===== config.mk =====
export PLATFORM = sky130hd
export DESIGN_NAME = pk_frame_packetizer
export DESIGN_NICKNAME = d
export VERILOG_FILES = /design/src/rtl/pk_frame_packetizer.sv
export SDC_FILE = /design/constraint.sdc
export NUM_CORES = 1
export LEC_CHECK = 0
export ABC_AREA = 1
export CAP_MARGIN = 20
export CORE_MARGIN = 8
export CORE_UTILIZATION = 40
export DETAILED_ROUTE_END_ITERATION = 8
export PLACE_DENSITY = 0.67
export SYNTH_ARGS = -nofsm -noshare
export SYNTH_HDL_FRONTEND = slang
export SYNTH_SLANG_ARGS = --single-unit
export TNS_END_PERCENT = 10

===== constraint.sdc =====
create_clock -name aclk -period 2.4 [get_ports aclk]
set_input_delay 0.72 -clock aclk [delete_from_list [all_inputs] [get_ports aclk]]
set_output_delay 0.72 -clock aclk [all_outputs]
set_load 0.01 [all_outputs]

===== src/rtl/pk_frame_packetizer.sv =====
// Packs one 256-bit peak-detector result into a 5-word, 64-bit AXI-Stream frame
// (header + 4 payload words). Optionally drops empty results; counts emitted and dropped frames.
module pk_frame_packetizer #(
   parameter int          S_DATA_WIDTH = 256,
   parameter int          M_DATA_WIDTH = 64,
   parameter bit          FILTER_EMPTY = 1'b1,
   parameter logic [31:0] HDR_MAGIC    = 32'h504b504b
) (
   input  logic                      aclk,
   input  logic                      aresetn,
   input  logic                      enable,
   input  logic [S_DATA_WIDTH-1:0]   s_pk_axis_tdata,
   input  logic                      s_pk_axis_tvalid,
   input  logic                      s_pk_axis_tlast,
   output logic                      s_pk_axis_tready,
   output logic [M_DATA_WIDTH-1:0]   m_axis_tdata,
   output logic [M_DATA_WIDTH/8-1:0] m_axis_tkeep,
   output logic                      m_axis_tvalid,
   output logic                      m_axis_tlast,
   input  logic                      m_axis_tready,
   output logic [31:0]               frame_count,
   output logic [31:0]               drop_count,
   output logic [15:0]               seq_num
);

   localparam logic [2:0] IDLE = 3'd0;
   localparam logic [2:0] HDR  = 3'd1;
   localparam logic [2:0] W1   = 3'd2;
   localparam logic [2:0] W2   = 3'd3;
   localparam logic [2:0] W3   = 3'd4;
   localparam logic [2:0] W4   = 3'd5;

   logic [2:0]              state, state_n;
   logic [S_DATA_WIDTH-1:0] hold, hold_n;
   logic [M_DATA_WIDTH-1:0] data_n;
   logic [15:0]             seq_n;
   logic                    pending, pending_n;
   logic                    out_fire, accept, empty, take, drop, frame_done, ready_n;

   // Every input beat is a complete result, so tlast carries no information.
   logic unused_tlast;
   assign unused_tlast = s_pk_axis_tlast;

   assign m_axis_tkeep = '1;

   always_comb begin
      out_fire   = m_axis_tvalid & m_axis_tready;
      accept     = s_pk_axis_tvalid & s_pk_axis_tready;
      empty      = (s_pk_axis_tdata[255:224] == 32'd0) && (s_pk_axis_tdata[223:192] == 32'd0);
      take       = accept & enable & ~(FILTER_EMPTY & empty);
      drop       = accept & ~take;
      frame_done = (state == W4) & out_fire;
   end

   // A beat may be taken in W4 while the last word is still stalled; it is parked
   // in the holding register (W4 data is already in the output register) and
   // flagged pending so the next frame starts straight after the W4 handshake.
   always_comb begin
      state_n   = state;
      pending_n = pending;
      case (state)
         IDLE: if (take) state_n = HDR;
         HDR:  if (out_fire) state_n = W1;
         W1:   if (out_fire) state_n = W2;
         W2:   if (out_fire) state_n = W3;
         W3:   if (out_fire) state_n = W4;
         W4: begin
            if (out_fire) begin
               state_n   = (take | pending) ? HDR : IDLE;
               pending_n = 1'b0;
            end else if (take) begin
               pending_n = 1'b1;
            end
         end
         default: state_n = IDLE;
      endcase
      hold_n  = take ? s_pk_axis_tdata : hold;
      seq_n   = frame_done ? seq_num + 16'd1 : seq_num;
      ready_n = (state_n == IDLE) | ((state_n == W4) & m_axis_tready & ~pending_n);
   end

   always_comb begin
      data_n = '0;
      case (state_n)
         HDR:     data_n = {HDR_MAGIC, seq_n, 16'hbeef};
         W1:      data_n = hold_n[63:0];
         W2:      data_n = hold_n[191:128];
         W3:      data_n = hold_n[127:64];
         W4:      data_n = hold_n[255:192];
         default: data_n = '0;
      endcase
   end

   always_ff @(posedge aclk or negedge aresetn) begin
      if (!aresetn) begin
         state            <= IDLE;
         hold             <= '0;
         pending          <= 1'b0;
         s_pk_axis_tready <= 1'b0;
         m_axis_tdata     <= '0;
         m_axis_tvalid    <= 1'b0;
         m_axis_tlast     <= 1'b0;
         frame_count      <= '0;
         drop_count       <= '0;
         seq_num          <= '0;
      end else begin
         state            <= state_n;
         hold             <= hold_n;
         pending          <= pending_n;
         s_pk_axis_tready <= ready_n;
         seq_num          <= seq_n;
         if (state_n != state && state_n != IDLE) m_axis_tdata <= data_n;
         m_axis_tvalid    <= (state_n != IDLE);
         m_axis_tlast     <= (state_n == W4);
         if (frame_done) frame_count <= frame_count + 32'd1;
         if (drop)       drop_count  <= drop_count + 32'd1;
      end
   end

endmodule


==> reports/metrics.cfg, run 1 <==
[logic_synthesis]
yosys_warnings = 0
synth_area_leaders = dfrtp_1, nand2_1, nand3_1
ys_dominant_reg_cell = dfrtp_1
netlist_area_mm2 = 0.01923
ys_seq_area_share_pct = 52.95
synth_area_per_cell_um2 = 7.965
synth_top_area_share_pct = 52.95
async_flop_share_pct = 100.0
ys_seq_elements = 407
synth.distinct_cells = 39
ys_top_cells_by_count = nand2_1, dfrtp_1, nor2_1, nand3_1, inv_1
synth_edf_count = 0
synth_cells = 2415
yosysMostFrequentCell = nand2_1
yosysTopAreaCell = dfrtp_1

[floorplan]
die_y_um = 235.3
die_w_um = 235.3
start_util_pct = 40.37
fp-row-count = 80
die-area_mm2 = 0.05536
ioPinCount = 417
fp.coreArea_mm2 = 0.04765

[timing]
period_share_pct = 99.05
whs_ns = 0.09652
tightestPinTransition_ns = 0.5469
rsz0062_at_grt = yes
slew_viol_final = 0
fin_tns_setup_ns = 0
fmax_mhz = 420.7
skew_ns = 0.02957
hold_viol = 0
setup_viol = 0
max_slew_margin_pct = 63.16
period_minus_slack_ns = 2.377

[critical_path]
critPathBufInv = 6
start_kind = input port
critPathRequiredTime_ns = 2.88
crit_start = s_pk_axis_tdata[192]
cpMaxStageDelayCell = or2_4
r2r_setup_slack_ns = 0.17
r2r-start = state[0]
criticalPathCategory = in2reg
cp_max_fo = 7
path_cells = clkdlybuf4s15_1 > nor2_1 > nand2_1 > nor2_2 > nand2_1 > nor2_1 > buf_4 > nand2_8 > nand2_8 > buf_12 > buf_12 > clkinv_8 > buf_6 > or2_4 > o211ai_1 > nand2_1 > nor2_2 > nand2_1 > nand2_1 > nand2_1
cp-end-kind = flip-flop
cp.arrival_ns = 2.86
crit_family = simple AND/OR/NAND/NOR gates
crit_top_cell = nand2_1
max_stage_delay_ns = 0.24

[grt]
grt_max_degree = 72
grtUsageMet2_pct = 42.12
antenna_found_initial = 11
grt_pass1_vias = 19480
grt_usage_pct = 26.31
busiest_layer = met2
grt_pass1_wl_um = 115300
grt_overflow = 0
use_met1_pct = 35.03
use_met3_pct = 5.524

[worst_hold_path]
hold_class = in2async

[layout]
syn2layout_area_growth_pct = 45.67
final_area_mm2 = 0.02802
nets = 3255
fin_cells = 3642
final_layout_size_suffix_gt1_share_pct = 18.89
nFillCells = 4242

[outcome]
outcome = finished clean

[routing]
routed_wl_um = 75060
vias = 18890
drt_iter0_markers = 1555
postRouteAntennaNets = 0
avgViaCountPerCell = 5.186
dr.pass1.iters = 5
drc = 0
routedWlPerCell_um = 20.61

[clock_network]
cts-htree-levels = 2
clk_pin_slew_ns = 0.06
cts_buffer_depth = 3
cts.sinks = 407
cts_root_buf = clkbuf_16
cts_buffers = 45
clk-insertion-delay-late_ns = 0.59
cts_tree = built

[pwr]
p_seq_share_pct = 31.2
p_leak_nw = 13.87
power.total_w = 0.03445
p_int_w = 0.02126
combPwrFrac_pct = 47.9
netSwitchingFraction_pct = 38.31
p_clk_share_pct = 20.9
p_sw_w = 0.01320
vdd_drop_max_uv = 746.6
pwr_density_cell_mw_per_mm2 = 1230

[flow_run]
cap_violations = 0

[placed_design]
post-dp-hpwl_um = 53330
placement.io_buffers = 407
dpl.cell_count = 3522
placed_area_mm2 = 0.02557
gp_congestion = 0.9070

-- power groups by stage --
stage	clock (W)	combinational [W]	sequential, W
after floorplan	0	0.00725	0.0107
after global placement	0	0.0135	0.0107
after CTS	0.00732	0.0159	0.0107
final	0.00720	0.0165	0.0108
after global routing	0.00760	0.0178	0.0110
after detailed placement	0	0.0138	0.0108
-- through the flow --
| stage | setup slack [ns] | util (%) |
|---|---|---|
| final | 0.02280 | 58.81 |
| after global routing | -0.08576 | 58.80 |
| after CTS | -0.009903 | 58.43 |
| after detailed placement | -1.300 | 53.67 |
| after global placement | -1.319 | 53.67 |
| after floorplan | 0.003346 | - |
-- layer usage --
layer,share of wire [%],up-vias,wire length (um)
li1,-,8809,-
met1,43,9097,32080
met2,46,835,34610
met3,7.6,139,5738
met4,3.4,8,2576
met5,0.073,-,55
-- placed cells by master, fill, tap and decap left out, drive strengths merged, types with 27 or more instances in the layout --
cell type / count
dfrtp: 407
nor2: 199
xnor2: 27
xor2: 47
nand2: 969
o21ai: 59
a21oi: 55
clkbuf: 118
clkdlybuf4s50: 339
or2: 60
buf: 247
nand4: 79
inv: 126
nand3: 180
-- cell type report --
type                       count  area (um^2)  area share (%)
inverter                     126        516.7           1.844
multi-input combinational   1754         8437           30.11
tap                          615        769.5           2.746
timing repair inverter         3        36.28          0.1295
sequential                   407        10200           36.39
clock buffer                  65         1344           4.796
timing repair buffer         653         6531           23.31
clock inverter                14        176.4          0.6296
antenna                        5        12.51         0.04465
-- kinds of logic after synthesis --
group,share of synthesized area [%]
buf+inv,5.705
compound gates,4.118
other cells,0.01950
flops,52.95
simple gates,33.64
fa+ha+maj,0.1952
xor+xnor,3.370
-- state kept, by name, summed over array words and instances, names as in the netlist --
register and flops:
drop_count 32, pending 1, m_axis_tlast 1, m_axis_tdata 64, s_pk_axis_tready 1, state 3
frame_count 32, seq_num 16, m_axis_tvalid 1, hold 256
-- timing repair --
item	4_1_cts	5_1_grt
setup endpoints to repair	363	98
hold endpoints to repair	0	0
buffers inserted	19	5
gates resized for setup	188	211
gates cloned	11	2
hold buffers	0	0
pin swaps	42	84
-- final timing paths --
kind,cells after the start,end
max,20,m_axis_tdata[36]
min,1,hold[83]
max reg2reg,14,m_axis_tdata[58]
min reg2reg,2,hold[53]
max in group asynchronous,2,hold[167]
min in group aclk,3,hold[223]
Power figures use the tool's default switching activity.
==> run 2, diff against run 1 <==
Settings changed: CORE_UTILIZATION 40 to 39, CTS_BUF_LIST set to sky130_fd_sc_hd__clkbuf_8, CTS_CLUSTER_DIAMETER set to 60, PLACE_DENSITY 0.67 to 0.66.
==> reports/metrics.cfg, run 2 (synthesis gave the netlist of run 1 again) <==
[outcome]
outcome = finished clean

[grt]
grt_overflow = 0  ; unchanged
grt_usage_pct = 25.63  ; -0.69 points
antenna_found_initial = 15  ; +4
grt_max_degree = 76  ; +5.6%
grt_pass1_wl_um = 114000  ; -1.2%
grt_pass1_vias = 19560  ; +0.40%

[critical_path]
r2r-start = state[2]
crit_top_cell = nand2_8
path_cells = dlygate4sd2_1 > nor2_1 > nand2_1 > nor2_2 > nand2_2 > nor2_1 > buf_4 > nand2_8 > nand2_8 > nand3_4 > nand2_8 > nand2_8 > nand2_4 > nand3_4 > buf_8 > buf_12 > buf_6 > a21oi_4 > a21oi_1
cpMaxStageDelayCell = dlygate4sd2_1
cp_max_fo = 7  ; unchanged
worstSetupEndpoint = m_axis_tdata[5]
r2r-end = m_axis_tdata[30]
max_stage_delay_ns = 0.28  ; +0.04 ns
start_kind = input port
r2r_setup_slack_ns = 0.14  ; -0.03 ns
criticalPathCategory = in2reg
reg2reg_depth = 16  ; +2
crit_start = s_pk_axis_tdata[248]
critPathRequiredTime_ns = 2.94  ; +0.06 ns
cp-end-kind = flip-flop
cp.arrival_ns = 2.91  ; +0.05 ns

[layout]
final_layout_size_suffix_gt1_share_pct = 16.40  ; -2.5 points
final_cell_mix = nand2_1, dfrtp_1, clkdlybuf4s50_1
final_common_cell = nand2_1
reg_top3 = hold (256), m_axis_tdata (64)
top_register = hold
nets = 3268  ; +0.40%
largest_register_ffs = 256  ; unchanged
syn2layout_area_growth_pct = 43.69

[timing]
slew_viol_final = 0  ; unchanged
fmax_mhz = 421.3  ; +0.14%
hold_viol = 0  ; unchanged
tightestPinTransition_ns = 0.5045  ; -0.04234 ns
whs_ns = 0.3635  ; +0.2669 ns
period_minus_slack_ns = 2.374  ; -0.003318 ns
period_share_pct = 98.91  ; -0.14 points
skew_ns = 0.02675  ; -0.002824 ns
fin_tns_setup_ns = 0  ; unchanged
rsz0062_at_grt = yes
setup_viol = 0  ; unchanged
max_slew_margin_pct = 66.36  ; +3.2 points

[floorplan]
die-area_mm2 = 0.05668  ; +2.4%
start_util_pct = 39.38  ; -0.99 points
fp-row-count = 81  ; +1.3%
fp.coreArea_mm2 = 0.04885  ; +2.5%
die_w_um = 238.1  ; +1.2%
ioPinCount = 417  ; unchanged
die_y_um = 238.1  ; +1.2%

[pwr]
vdd_drop_max_uv = 881.7  ; +18%
combPwrFrac_pct = 45.2  ; -2.7 points
p_leak_nw = 14.50  ; +4.6%
pwr_density_cell_mw_per_mm2 = 1142  ; -7.1%
p_sw_w = 0.01256  ; -4.9%
p_seq_share_pct = 34.0  ; +2.8 points
p_int_w = 0.01902  ; -11%
netSwitchingFraction_pct = 39.77  ; +1.5 points
p_clk_share_pct = 20.8  ; about the same

[worst_hold_path]
hold_class = in2reg

[placed_design]
post-dp-hpwl_um = 54060  ; +1.4%
placement.io_buffers = 407  ; unchanged
gp_congestion = 0.8901  ; -1.9%

[clock_network]
cts_root_buf = clkbuf_8
clk-insertion-delay-late_ns = 0.66  ; +0.07 ns
cts.sinks = 407  ; unchanged
clk_pin_slew_ns = 0.06  ; about the same
cts_buffers = 74  ; +64%
cts_tree = built
cts-htree-levels = 3  ; +1
cts_buffer_depth = 3  ; unchanged

[routing]
avgViaCountPerCell = 5.090  ; -1.9%
routedWlPerCell_um = 19.85  ; -3.7%
postRouteAntennaNets = 0  ; unchanged
drc = 0  ; unchanged
routed_wl_um = 73990  ; -1.4%
dr.pass1.iters = 7  ; +2
drt_iter0_markers = 1639  ; +5.4%
vias = 18970  ; +0.44%

[flow_run]
cap_violations = 0  ; unchanged

-- run 2: cell types whose count changed in the layout (fill, tap and decap cells not counted), moves of 12 or more --
cell,change
dlygate4sd2_1,+103
clkdlybuf4s50_1,-93
clkbuf_8,+78
clkbuf_16,-49
clkbuf_2,-48
dlymetal6s2s_1,+46
inv_1,+25
nand2_1,+14
nor2_2,-13
buf_12,-12
nor2_1,+12
-- run 2: per-stage QoR --
stage	total power (W)	setup WS (ns)	util, %	instances	area [um^2]
6_report	0.03158	0.02612	56.58	3727	27640
5_1_grt	0.03362	-0.02950	56.56	3723	27630
4_1_cts	0.03148	-0.005192	55.99	3718	27350
3_5_place_dp	0.02443	-1.393	52.63	3583	25710
3_3_place_gp	0.02411	-1.380	52.63	3583	25710
2_1_floorplan	0.01798	0.003346	-	2422	19260
-- run 2: layer usage --
layer  share of wire (%)  vias to the layer above  GRT usage [%]
met5                0.12                        -              0
met4                 3.4                       14          9.192
met3                 9.0                      177          7.141
met2                  45                      889          40.56
met1                  42                     9050          33.48
li1                    -                     8841              -
-- run 2: timing repair --
| action | CTS | global route |
|---|---|---|
| gates cloned | 3 | 0 |
| gates resized for setup | 179 | 114 |
| endpoints found under the hold margin | 31 | 0 |
| setup endpoints to repair | 421 | 100 |
| setup buffers | 4 | 2 |
| hold buffers | 1 | 0 |
| pin swaps | 23 | 43 |
-- run 2: cell type report --
cell class | instances | area (um^2)
Tap cell | 664 | 830.8
Timing Repair Buffer | 640 | 6351
Clock buffer | 88 | 1211
Inverter | 126 | 480.5
Multi-Input combinational cell | 1754 | 8313
Fill cell | 4502 | 21210
Antenna cell | 9 | 22.52
Sequential cell | 407 | 10200
Clock inverter | 39 | 234.0
-- run 2: how the worst min path moves through the flow --
stage                    startpoint       endpoint  slack, ns  cells after the start
6_report       s_pk_axis_tdata[199]      hold[199]       0.36                      3
5_1_grt        s_pk_axis_tdata[199]      hold[199]       0.35                      3
4_1_cts        s_pk_axis_tdata[210]      hold[210]       0.41                      3
3_5_place_dp                hold[2]        hold[2]       0.46                      2
3_3_place_gp               hold[30]       hold[30]       0.45                      2
2_1_floorplan               aresetn  drop_count[0]       0.42                      0
-- run 2: critical path: cells and delay by family --
family / cells / cell delay [ns]
AND/OR/NAND/NOR: 12 / 1.14
AO/OA/AOI/OAI: 2 / 0.20
buffers and inverters: 5 / 0.84
-- run 2: power groups by stage --
| stage | combinational (W) | clock (W) | sequential (W) |
|---|---|---|---|
| 4_1_cts | 0.0140 | 0.00670 | 0.0107 |
| 6_report | 0.0143 | 0.00657 | 0.0107 |
| 2_1_floorplan | 0.00725 | 0 | 0.0107 |
| 3_5_place_dp | 0.0136 | 0 | 0.0108 |
| 3_3_place_gp | 0.0134 | 0 | 0.0108 |
| 5_1_grt | 0.0156 | 0.00700 | 0.0110 |
